**src/rtl/int_ctrl.sv**
```systemverilog
// Interrupt controller: edge-latches irq lines, masks and prioritises them,
// then runs the request/ack/service handshake with the fetch stage.
module int_ctrl #(
  parameter int unsigned ID_W        = 2,
  parameter int unsigned ACK_TIMEOUT = 4
) (
  input  logic                   clk,
  input  logic                   rst,
  input  logic [(2**ID_W)-1:0]   irq,
  input  logic                   mask_wr,
  input  logic [(2**ID_W)-1:0]   mask_in,
  input  logic                   int_ack,
  input  logic                   int_done,
  output logic                   ipu_int,
  output logic [ID_W-1:0]        int_id,
  output logic                   int_active,
  output logic [(2**ID_W)-1:0]   pending,
  output logic [(2**ID_W)-1:0]   mask,
  output logic                   ack_err
);

  localparam int unsigned NSRC = 2**ID_W;

  typedef enum logic [1:0] {IDLE, REQ, ACK, SERVICE} state_t;

  state_t          state;
  logic [NSRC-1:0] irq_q;
  logic [NSRC-1:0] irq_edge;
  logic [NSRC-1:0] elig;
  logic [NSRC-1:0] clear;
  logic [ID_W-1:0] winner;
  logic            found;
  logic [3:0]      ack_cnt;

  always_comb begin
    irq_edge = irq & ~irq_q;
    elig     = pending & ~mask;
    winner   = '0;
    found    = 1'b0;
    // Scan from the top so the lowest eligible index is the last to win.
    for (int unsigned i = NSRC; i > 0; i--) begin
      if (elig[i-1]) begin
        winner = ID_W'(i - 1);
        found  = 1'b1;
      end
    end
    clear = '0;
    if (state == IDLE && found) clear[winner] = 1'b1;
  end

  always_ff @(posedge clk) begin
    irq_q <= irq;
    if (rst) begin
      state      <= IDLE;
      ipu_int    <= 1'b0;
      int_id     <= '0;
      int_active <= 1'b0;
      pending    <= '0;
      mask       <= '1;
      ack_err    <= 1'b0;
      ack_cnt    <= '0;
    end else begin
      pending <= (pending & ~clear) | irq_edge;
      if (mask_wr) mask <= mask_in;
      ipu_int <= 1'b0;
      unique case (state)
        IDLE: begin
          if (found) begin
            state      <= REQ;
            int_id     <= winner;
            ipu_int    <= 1'b1;
            int_active <= 1'b1;
          end
        end
        REQ: begin
          state   <= ACK;
          ack_cnt <= '0;
        end
        ACK: begin
          if (int_ack) begin
            state <= SERVICE;
          end else if (ack_cnt == 4'(ACK_TIMEOUT - 1)) begin
            // Re-issue the same ID; the pending bit was already consumed.
            ack_err <= 1'b1;
            state   <= REQ;
            ipu_int <= 1'b1;
          end else begin
            ack_cnt <= ack_cnt + 4'd1;
          end
        end
        SERVICE: begin
          if (int_done) begin
            state      <= IDLE;
            int_active <= 1'b0;
          end
        end
        default: state <= IDLE;
      endcase
    end
  end

endmodule

```
**config.mk**
```make
export PLATFORM = sky130hd
export DESIGN_NAME = int_ctrl
export DESIGN_NICKNAME = d
export VERILOG_FILES = /design/src/rtl/int_ctrl.sv
export SDC_FILE = /design/constraint.sdc
export NUM_CORES = 1
export LEC_CHECK = 0
export ABC_AREA = 0
export BUFFER_PORTS_ARGS = -buffer_cell sky130_fd_sc_hd__buf_2
export CAP_MARGIN = 5
export CELL_PAD_IN_SITES_DETAIL_PLACEMENT = 1
export CELL_PAD_IN_SITES_GLOBAL_PLACEMENT = 1
export CORE_AREA = 2 2 54 56
export DETAILED_ROUTE_END_ITERATION = 16
export DIE_AREA = 0 0 56 58
export PLACE_DENSITY_LB_ADDON = 0.1
export SYNTH_ARGS = -nofsm -noshare
export SYNTH_HDL_FRONTEND = slang
export SYNTH_SLANG_ARGS = --single-unit
export TNS_END_PERCENT = 30
```
**constraint.sdc**
```tcl
create_clock -name clk -period 1.75 [get_ports clk]
set_input_delay 0.4375 -clock clk [delete_from_list [all_inputs] [get_ports clk]]
set_output_delay 0.4375 -clock clk [all_outputs]
set_load 0.02 [all_outputs]
```
* Word level (Yosys, flattened, before mapping) *
Index checks and enable logic that the tools add are counted.
W data, S select, Z words.

word-level totals
  input bits = 13
  output and inout port bits = 13
  logic and storage cells = 65
  bits in registers = 23

cells by class
  order comparisons = 2
  bitwise logic cells = 8
  reductions and logical operators = 10
  add/subtract/negate cells = 1
  multiplexer cells = 26
  eq/ne operators = 9

operator list
  kind                   count
  $mux W2                8
  $and A4 B4 Y4          3
  $mux W4                3
  $not A4 Y4             3
  $reduce_and A3 Y1      4
  $mux W1                10
  $ne A2 B2 Y1 const B   4
  $pmux W2 S4            1
  $pmux W4 S2            1
  $add A4 B1 Y4 const B  1
  $eq A2 B2 Y1 const B   2
  $eq A4 B2 Y1 const B   1
  $or A4 B4 Y4           1
  $pmux W1 S2            2
  $reduce_bool A2 Y1     2
  $lt A2 B3 Y1 const B   1
  $ne A3 B3 Y1 const B   1
  $demux W1 S2           1
  $eq A2 B1 Y1 const B   1
  $ge A2 B1 Y1 const B   1
  $logic_and A1 B1 Y1    2
  $logic_not A2 Y1       1
  $reduce_and A2 Y1      1
  $not A1 Y1             1

* Depth between registers and ports, before layout *
Gate-level depths: netlist (run 1).

  depth after elaboration = 14
  gate-level depth with buffers = 5
  gate-level depth less buffers = 5

* Worst setup path before layout (run 1) *
Ideal clock, no wire load.

  path type = flip-flop to flip-flop
  start = reg ack_cnt[0]
  end = reg ack_cnt[0]
  library setup time = 0.063 ns
  required time = 1.687 ns
  path buffers = 0
  stages on the path, launching flop included = 6
  arrival = 1.361 ns
  setup slack = 0.326 ns
  period minus slack after synthesis = 1.424 ns
  cells stage by stage = dfxtp_1 -> ha_1 -> nor3b_1 -> nand2b_4 -> mux2_4 -> nor2_2

on the way
  word-level cells in the longest chain between the ends = 4
  elaborated cells between the ends (all ways) = 7
  classes of those cells = add/sub (1); eq/ne (2); mux (3); reduce/logical (1)

ends and longest elaborated chain
  item                    line  RTL
  from (decl)             33    logic [3:0] ack_cnt;
  from (signal assigned)  88    ack_cnt <= ack_cnt + 4'd1;
  $add A4 B1 Y4           88
  $mux W4                 82    end else if (ack_cnt == 4'(ACK_TIMEOUT - 1)) begin
  $mux W4                 80    if (int_ack) begin
  $pmux W4 S2             66    unique case (state)

Several ways; a longest one is shown, not always the timed one. The select of a mux whose other input is x is not followed.
A chain may end at the register's enable or synchronous reset.

* Final worst setup path (run 1) *
Same ends and word-level chain as after synthesis.

==> results of run 1 <==
logic make-up (layout without fill, tap and decap cells):
logic type	after synthesis	in the layout	share of synthesized area, %
XOR/XNOR	1	1	0.8976
flip-flops	23	23	47.18
multiplexers	2	2	2.564
buffers and inverters	5	31	3.461
adder cells (fa/ha/maj)	1	1	1.282
AO/OA/AOI/OAI	26	26	18.33
AND/OR/NAND/NOR	41	41	26.28
state kept, by name, summed over array words and instances, names as in the netlist:
| name | flops |
|---|---|
| int_id | 2 |
| mask | 4 |
| int_active | 1 |
| state | 2 |
| ack_err | 1 |
| ipu_int | 1 |
| pending | 4 |
| irq_q | 4 |
| ack_cnt | 4 |
synthesized netlist by cell type, types with 2 or more instances:
cell type,count,area share [%]
nand4_1,2,1.3
nand3_1,2,1.0
o21ai_0,2,1.0
dfxtp_1,23,47
o31ai_1,3,2.3
nor2b_1,9,5.8
clkbuf_1,2,0.77
buf_6,2,2.3
nor2_1,3,1.2
a211o_1,5,4.5
nand2b_1,8,5.1
nand2_1,8,3.1
a21oi_1,11,5.6
metrics by stage:
step / hold WS, ns / cell area [um^2] / worst slack, ns
finish: 0.2264 / 1144 / 0.1187
floorplan: 0.4625 / 975.9 / 0.3258
global route: 0.2085 / 1144 / 0.04901
global placement: 0.4390 / 1117 / 0.2514
CTS: 0.2195 / 1144 / 0.1342
detailed placement: 0.4456 / 1117 / 0.1911
layout make-up:
cell class	instances	area share, %
multi-input cells	71	42.12
clock buffers	4	2.298
well taps	31	3.392
flip-flops and latches	23	40.26
repair buffers	26	11.60
inverters	1	0.3282
worst paths after layout:
path,from,end,slack [ns],depth (start not counted)
setup / recovery,ack_cnt[0]$_SDFFE_PP0P_,ack_cnt[0]$_SDFFE_PP0P_,0.12,5
hold / removal,irq[2],irq_q[2]$_DFF_P_,0.23,1
setup reg to reg,ack_cnt[0]$_SDFFE_PP0P_,ack_cnt[0]$_SDFFE_PP0P_,0.12,5
hold reg to reg,int_id[0]$_SDFFE_PP0P_,int_id[0]$_SDFFE_PP0P_,0.46,2
metal layers:
metal | vias up | GRT usage [%] | routed length (um)
li1 | 397 | - | -
met1 | 376 | 15.58 | 907
met2 | 17 | 24.20 | 994
met3 | 4 | 2.009 | 76
met4 | 0 | 8.163 | 38
met5 | - | 0 | 0
critical path: cells and delay by family (launching register included):
kind | cells | cell delay, ns
muxes | 1 | 0.30
DFF | 1 | 0.42
adders and majority gates | 1 | 0.21
and+or+nand+nor | 3 | 0.66
where the power goes:
| part | total, mW | internal, mW | leakage [nW] | switching (mW) |
|---|---|---|---|---|
| registers | 0.584 | 0.555 | 0.189 | 0.0298 |
| logic | 0.168 | 0.0757 | 0.290 | 0.0919 |
| clock network | 0.253 | 0.0891 | 0.0150 | 0.164 |
| total | 1.00 | 0.719 | 0.494 | 0.285 |
==> impl_metrics.env, run 1 <==
export IMPL_max_cap_violations=0
export IMPL_cts_setup_buffers=0
export IMPL_ant_nets=0
export IMPL_cts_max_path_buffers=2
export IMPL_cts_tree="done"
export IMPL_nets=140
export IMPL_ys_types=32
export IMPL_mostFrequentLayoutCell="buf_2"
export IMPL_critical_path_slowest_cell="dfxtp_1"
export IMPL_layout_common_cells="buf_2, dfxtp_1, a21oi_1, nor2b_1"
export IMPL_cp_required_ns=2.02
export IMPL_hpwl_mm=1.531
export IMPL_dp_cells=152
export IMPL_core_um2=2663
export IMPL_synth_edff_count=0
export IMPL_netlist_instances=99
export IMPL_start_kind="flop"
export IMPL_track_usage_pct=13.64
export IMPL_drt_total_wl_mm=2.016
export IMPL_initial_core_util_pct=36.65
export IMPL_wl_per_cell_um=12.92
export IMPL_p_total_mw=1.005
export IMPL_grt_pass1_wl_mm=3.470
export IMPL_routed_via_density=5.090
export IMPL_clk_latency_ns=0.31
export IMPL_dieArea_um2=3248
export IMPL_status="complete, no violations"
export IMPL_setup_violations=0
export IMPL_gr_total_overflow=0
export IMPL_cpPeakStageDelay_ns=0.42
export IMPL_multi_input_area_um2=481.7
export IMPL_cts_sink_count=23
export IMPL_finalHoldViolCount=0
export IMPL_top_level_ports=26
export IMPL_first_iter_violations=10
export IMPL_synth_main_ff_cell="dfxtp_1"
export IMPL_p_leak_nw=0.4944
export IMPL_setup_tns_ns=0
export IMPL_ys_seq_elements=23
export IMPL_fin_crit_sh_pct=93.22
export IMPL_nFillCells=327
export IMPL_avgSynthCellArea_um2=9.858
export IMPL_crit_arrival_ns=1.90
export IMPL_crit_path_max_fanout=4
export IMPL_end_kind="flop"
export IMPL_ir_drop_v=0.0005569
export IMPL_ff_latch_area_um2=460.4
export IMPL_worst_pin_slew_ns=0.4292
export IMPL_area_delta_synth_final_pct=17.18
export IMPL_numCtsBuffers=3
export IMPL_hold_class="in -> reg"
export IMPL_first_pass_iters=4
export IMPL_cts_max_level=1
export IMPL_drive_above_1_share_pct=28.80
export IMPL_fmax_mhz=613.0
export IMPL_cts_root_buf="clkbuf_4"
export IMPL_rows=19
export IMPL_crit_chain="ha_1 -> nor3b_1 -> nand2b_4 -> mux2_4 -> nor2_2"
export IMPL_ys_warn_count=0
export IMPL_syn_cell_area_um2=975.9
export IMPL_yosysSeqAreaShare_pct=47.18
export IMPL_vias=794
export IMPL_fin_crit_ns=1.631
export IMPL_power_density_nw_per_um2=878.5
export IMPL_fin_skew_ns=0.006159
export IMPL_io_buffers=25
export IMPL_die_w_um=56
export IMPL_drc=0
export IMPL_path_clk_slew_ns=0.13
export IMPL_crit_type="reg -> reg"
export IMPL_post_cts_resized=0
export IMPL_antenna_found_initial=0
export IMPL_antenna_cells=0
export IMPL_die_h_um=58
export IMPL_rsz0062_at_grt="no"
export IMPL_slew_viol_final=0
export IMPL_async_flop_share_pct=0
export IMPL_hold_buffers=0
export IMPL_routabilityCongestion=0.7316
export IMPL_fin_cells=156
export IMPL_relSlewSlack_pct=71.07
export IMPL_final_core_util_pct=42.95
export IMPL_grt_pass1_vias=836
export IMPL_synth_net_count=113
export IMPL_grt_max_degree=20
No activity file was read; power rests on OpenSTA's default activity.
==> run 2, diff against run 1 <==
--- a/config.mk
+++ b/config.mk
@@ -14,7 +14,7 @@
 export DETAILED_ROUTE_END_ITERATION = 16
 export DIE_AREA = 0 0 56 58
 export PLACE_DENSITY_LB_ADDON = 0.1
+export REMOVE_ABC_BUFFERS = 1
 export SYNTH_ARGS = -nofsm -noshare
 export SYNTH_HDL_FRONTEND = slang
 export SYNTH_SLANG_ARGS = --single-unit
-export TNS_END_PERCENT = 30
==> constraint.sdc (replaced) <==
create_clock -name clk -period 1.8 [get_ports clk]
set_input_delay 0.45 -clock clk [delete_from_list [all_inputs] [get_ports clk]]
set_output_delay 0.45 -clock clk [all_outputs]
set_load 0.02 [all_outputs]
==> impl_metrics.env, run 2 (synthesis results as in run 1) <==
export IMPL_crit_path_max_fanout=4
export IMPL_hpwl_mm=1.598
export IMPL_cts_max_path_buffers=2
export IMPL_routabilityCongestion=0.7128
export IMPL_cts_max_level=1
export IMPL_gr_total_overflow=0
export IMPL_dp_cells=154
export IMPL_path_clk_slew_ns=0.14
export IMPL_fin_skew_ns=0.009036
export IMPL_cts_sink_count=23
export IMPL_min_delay_start="irq[2]"
export IMPL_max_cap_violations=0
export IMPL_relSlewSlack_pct=70.91
export IMPL_rows=19
export IMPL_p_clk_share_pct=24.9
export IMPL_nets=142
export IMPL_worst_path_buf_inv=0
export IMPL_cpLargestDelayFamily="simple AND/OR/NAND/NOR gates"
export IMPL_mostFrequentLayoutCell="buf_2"
export IMPL_cts_setup_buffers=0
export IMPL_final_core_util_pct=43.56
export IMPL_power_density_nw_per_um2=849.2
export IMPL_cts_root_buf="clkbuf_4"
export IMPL_intPower_mw=0.7005
export IMPL_fin_cells=158
export IMPL_rsz0062_at_grt="no"
export IMPL_start_kind="flop"
export IMPL_fin_crit_ns=1.607
export IMPL_top_level_ports=26
export IMPL_numCtsBuffers=3
export IMPL_crit_type="reg -> reg"
export IMPL_hold_buffers=0
export IMPL_die_w_um=56
export IMPL_final_cell_area_um2=1160
export IMPL_setup_violations=0
export IMPL_finalHoldViolCount=0
export IMPL_post_cts_resized=0
export IMPL_die_h_um=58
export IMPL_initial_core_util_pct=36.65
export IMPL_slew_viol_final=0
export IMPL_antenna_cells=0
export IMPL_core_um2=2663
export IMPL_wl_per_cell_um=13.19
export IMPL_net_switching_power_mw=0.2844
export IMPL_routed_via_density=5.146
export IMPL_hold_path_end="irq_q[2]$_DFF_P_"
export IMPL_reg2reg_from="ack_cnt[0]$_SDFFE_PP0P_"
export IMPL_crit_arrival_ns=1.87
export IMPL_clk_latency_ns=0.32
export IMPL_cts_tree="done"
export IMPL_grt_pass1_vias=778
export IMPL_r2r_end="ack_cnt[0]$_SDFFE_PP0P_"
export IMPL_drt_total_wl_mm=2.084
export IMPL_dieArea_um2=3248
export IMPL_cpPeakStageDelay_ns=0.41
export IMPL_io_buffers=25
export IMPL_fmax_mhz=622.3
export IMPL_hold_path_cell_count=1
export IMPL_p_leak_nw=0.5072
export IMPL_power_frac_seq_pct=57.4
export IMPL_antenna_found_initial=0
export IMPL_grt_pass1_wl_mm=3.387
export IMPL_ant_nets=0
export IMPL_layout_common_cells="buf_2, dfxtp_1, a21oi_1, nor2b_1"
export IMPL_crit_chain="ha_1 -> nor3b_1 -> nand2b_4 -> mux2_4 -> nor2_2"
export IMPL_ir_drop_v=0.0004699
export IMPL_drive_above_1_share_pct=30.71
export IMPL_first_pass_iters=2
export IMPL_dpl_cell_area_um2=1132
export IMPL_drc=0
export IMPL_cp_required_ns=2.06
export IMPL_p_sw_share_pct=28.87
export IMPL_end_kind="flop"
export IMPL_whs_ns=0.2359
export IMPL_vias=813
export IMPL_status="complete, no violations"
export IMPL_worst_pin_slew_ns=0.4317
export IMPL_track_usage_pct=13.57
export IMPL_grt_max_degree=14
export IMPL_ff2ff_setup_slack_ns=0.19
export IMPL_comb_power_share_pct=17.6
export IMPL_hold_class="in -> reg"
export IMPL_critical_path_slowest_cell="dfxtp_1"
export IMPL_first_iter_violations=8
export IMPL_setup_tns_ns=0
export IMPL_fin_crit_sh_pct=89.27
export IMPL_ff2ff_path_depth=5
export IMPL_area_delta_synth_final_pct=18.85
==> run 2: changes by cell type in the layout (fill, tap and decap cells not counted) <==
cell,previous run,this run
buf_4,1,3
clkbuf_1,1,0
clkinv_2,0,1
==> run 2: cell type report <==
cell class,count,area (um^2)
Sequential cell,23,460.4
Fill cell,320,1503
Multi-Input combinational cell,71,481.7
Clock buffer,3,22.52
Inverter,1,3.754
Tap cell,31,38.79
Timing Repair Buffer,28,147.6
Clock inverter,1,5.005
==> run 2: how the worst max path moves through the flow <==
stage / slack (ns) / end / cells past startpoint / from
2_1_floorplan: 0.38 / ack_cnt[0]$_SDFFE_PP0P_ / 5 / ack_cnt[0]$_SDFFE_PP0P_
3_3_place_gp: 0.29 / ack_cnt[0]$_SDFFE_PP0P_ / 5 / ack_cnt[0]$_SDFFE_PP0P_
3_5_place_dp: 0.21 / ack_cnt[0]$_SDFFE_PP0P_ / 5 / ack_cnt[0]$_SDFFE_PP0P_
4_1_cts: 0.18 / ack_cnt[0]$_SDFFE_PP0P_ / 5 / ack_cnt[0]$_SDFFE_PP0P_
5_1_grt: 0.07 / ack_cnt[0]$_SDFFE_PP0P_ / 5 / ack_cnt[0]$_SDFFE_PP0P_
6_report: 0.19 / ack_cnt[0]$_SDFFE_PP0P_ / 5 / ack_cnt[0]$_SDFFE_PP0P_
==> run 2: layer usage <==
metal | wire length, um | share of wire, % | vias to the layer above | track usage (%)
met5 | 0 | 0 | - | 0
met4 | 37 | 1.8 | 0 | 8.163
met3 | 97 | 4.7 | 4 | 2.679
met2 | 1038 | 50 | 17 | 24.20
met1 | 910 | 44 | 385 | 14.97
li1 | - | - | 407 | -
==> run 2: power by group through the flow <==
stage	clock network, mW	logic [mW]	registers (mW)
after detailed placement	0	0.177	0.578
after global placement	0	0.175	0.576
after global routing	0.278	0.192	0.571
after CTS	0.261	0.177	0.567
final	0.246	0.174	0.566
after floorplan	0	0.0800	0.600
==> run 2: stage by stage <==
step           worst slack [ns]  total power [mW]
2_1_floorplan            0.3764            0.6799
3_3_place_gp             0.2948            0.7510
3_5_place_dp             0.2106            0.7545
4_1_cts                  0.1752             1.005
5_1_grt                 0.07291             1.040
6_report                 0.1931            0.9849
==> run 3, diff against run 2 <==
--- a/config.mk
+++ b/config.mk
@@ -13,6 +13,7 @@
 export CORE_AREA = 2 2 54 56
 export DETAILED_ROUTE_END_ITERATION = 16
 export DIE_AREA = 0 0 56 58
+export MAX_ROUTING_LAYER = met4
 export PLACE_DENSITY_LB_ADDON = 0.1
 export REMOVE_ABC_BUFFERS = 1
 export SYNTH_ARGS = -nofsm -noshare
==> constraint.sdc (replaced) <==
create_clock -name clk -period 1.8 [get_ports clk]
set_input_delay 0.18 -clock clk [delete_from_list [all_inputs] [get_ports clk]]
set_output_delay 0.18 -clock clk [all_outputs]
set_load 0.02 [all_outputs]
==> impl_metrics.env, run 3 (synthesis results as in run 1) <==
export IMPL_mostFrequentLayoutCell="buf_2"
export IMPL_nFillCells=322
export IMPL_final_cell_area_um2=1184
export IMPL_dieArea_um2=3248
export IMPL_wl_per_cell_um=12.60
export IMPL_numCtsBuffers=3
export IMPL_core_um2=2663
export IMPL_fin_crit_sh_pct=90.04
export IMPL_setup_violations=0
export IMPL_status="complete, no violations"
export IMPL_routed_via_density=5.056
export IMPL_max_cap_violations=0
export IMPL_clk_latency_ns=0.31
export IMPL_drc=0
export IMPL_path_clk_slew_ns=0.13
export IMPL_met3_usage_pct=2.232
export IMPL_grt_pass1_wl_mm=3.505
export IMPL_crit_path_max_fanout=4
export IMPL_gr_max_usage_layer="met2"
export IMPL_use_met2_pct=24.54
export IMPL_gr_total_overflow=0
export IMPL_io_buffers=25
export IMPL_critical_path_slowest_cell="dfxtp_1"
export IMPL_power_frac_seq_pct=57.9
export IMPL_first_pass_iters=4
export IMPL_final_core_util_pct=44.45
export IMPL_cts_root_buf="clkbuf_4"
export IMPL_slew_viol_final=0
export IMPL_relSlewSlack_pct=70.12
export IMPL_nets=144
export IMPL_cp_required_ns=2.07
export IMPL_crit_arrival_ns=1.89
export IMPL_dp_cells=152
export IMPL_crit_type="reg -> reg"
export IMPL_drt_total_wl_mm=2.016
export IMPL_cts_setup_buffers=0
export IMPL_finalHoldViolCount=0
export IMPL_ir_drop_v=0.0005191
export IMPL_setup_tns_ns=0
export IMPL_net_switching_power_mw=0.2797
export IMPL_hpwl_mm=1.503
export IMPL_die_w_um=56
export IMPL_routabilityCongestion=0.6309
export IMPL_start_kind="flop"
export IMPL_hold_buffers=4
export IMPL_cpLargestDelayFamily="simple AND/OR/NAND/NOR gates"
export IMPL_rsz0062_at_grt="no"
export IMPL_end_kind="flop"
export IMPL_p_clk_share_pct=24.9
export IMPL_cpPeakStageDelay_ns=0.41
export IMPL_antenna_found_initial=0
export IMPL_cts_max_level=1
export IMPL_dpl_cell_area_um2=1117
export IMPL_die_h_um=58
export IMPL_p_leak_nw=0.5110
export IMPL_worst_path_buf_inv=0
export IMPL_initial_core_util_pct=36.65
export IMPL_hold_class="in -> reg"
export IMPL_fin_cells=160
export IMPL_drive_above_1_share_pct=27.91
export IMPL_cts_tree="done"
export IMPL_grt_max_degree=20
export IMPL_crit_chain="ha_1 -> nor3b_1 -> nand2b_4 -> mux2_4 -> nor2_2"
export IMPL_track_usage_pct=14.13
export IMPL_fin_crit_ns=1.621
export IMPL_vias=809
export IMPL_post_cts_resized=0
export IMPL_comb_power_share_pct=17.2
export IMPL_area_delta_synth_final_pct=21.28
export IMPL_rows=19
export IMPL_grt_met1_usage_pct=15.79
export IMPL_ant_nets=0
export IMPL_first_iter_violations=5
export IMPL_cts_sink_count=23
export IMPL_top_level_ports=26
export IMPL_power_density_nw_per_um2=831.8
export IMPL_grt_pass1_vias=824
export IMPL_intPower_mw=0.7049
export IMPL_antenna_cells=0
export IMPL_cts_max_path_buffers=2
export IMPL_worst_pin_slew_ns=0.4434
export IMPL_fmax_mhz=617.0
export IMPL_p_sw_share_pct=28.40
export IMPL_layout_common_cells="buf_2, dfxtp_1, a21oi_1, nor2b_1"
export IMPL_fin_skew_ns=0.008548
[run 3: worst paths after layout]
path / from / endpoint / slack [ns] / depth (start not counted)
worst max-delay path: ack_cnt[0]$_SDFFE_PP0P_ / ack_cnt[0]$_SDFFE_PP0P_ / 0.18 / 5
worst min-delay path: mask_in[0] / mask[0]$_SDFFE_PP1P_ / 0.06 / 2
worst max register to register: ack_cnt[0]$_SDFFE_PP0P_ / ack_cnt[0]$_SDFFE_PP0P_ / 0.18 / 5
worst min register to register: int_id[0]$_SDFFE_PP0P_ / int_id[0]$_SDFFE_PP0P_ / 0.46 / 2
[run 3: worst reg2reg max path: stages (launching register included)]
cell and delay, ns:
dfxtp_1 0.41, ha_1 0.22, nor3b_1 0.34, nand2b_4 0.23, mux2_4 0.30, nor2_2 0.07
[run 3: area by class of cell]
class                           instances  area [um^2]  share of cell area (%)
Sequential cell                        23        460.4                   38.90
Inverter                                1        3.754                  0.3171
Timing Repair Buffer                   30        172.7                   14.59
Tap cell                               31        38.79                   3.277
Clock buffer                            4        26.28                   2.220
Multi-Input combinational cell         71        481.7                   40.70
[run 3: layer usage]
metal / vias to the layer above / part of all wire (%) / routed length [um]
met5: - / 0 / 0
met4: 0 / 0.84 / 17
met2: 15 / 48 / 977
li1: 412 / - / -
met3: 2 / 4.2 / 84
met1: 380 / 46 / 937
[run 3: through the flow]
stage	hold WS (ns)	setup slack, ns	power, mW
6_report	0.05770	0.1793	0.9846
5_1_grt	0.05546	0.02543	1.039
4_1_cts	0.04393	0.1806	1.001
3_5_place_dp	0.2993	0.2259	0.7469
3_3_place_gp	0.2966	0.3025	0.7445
2_1_floorplan	0.2077	0.3764	0.6799
[run 3: power groups by stage]
stage / logic, mW / clock network [mW] / registers (mW)
floorplan: 0.0800 / 0 / 0.600
detailed placement: 0.165 / 0 / 0.582
CTS: 0.173 / 0.258 / 0.570
finish: 0.169 / 0.245 / 0.570
global placement: 0.164 / 0 / 0.580
global route: 0.188 / 0.276 / 0.575
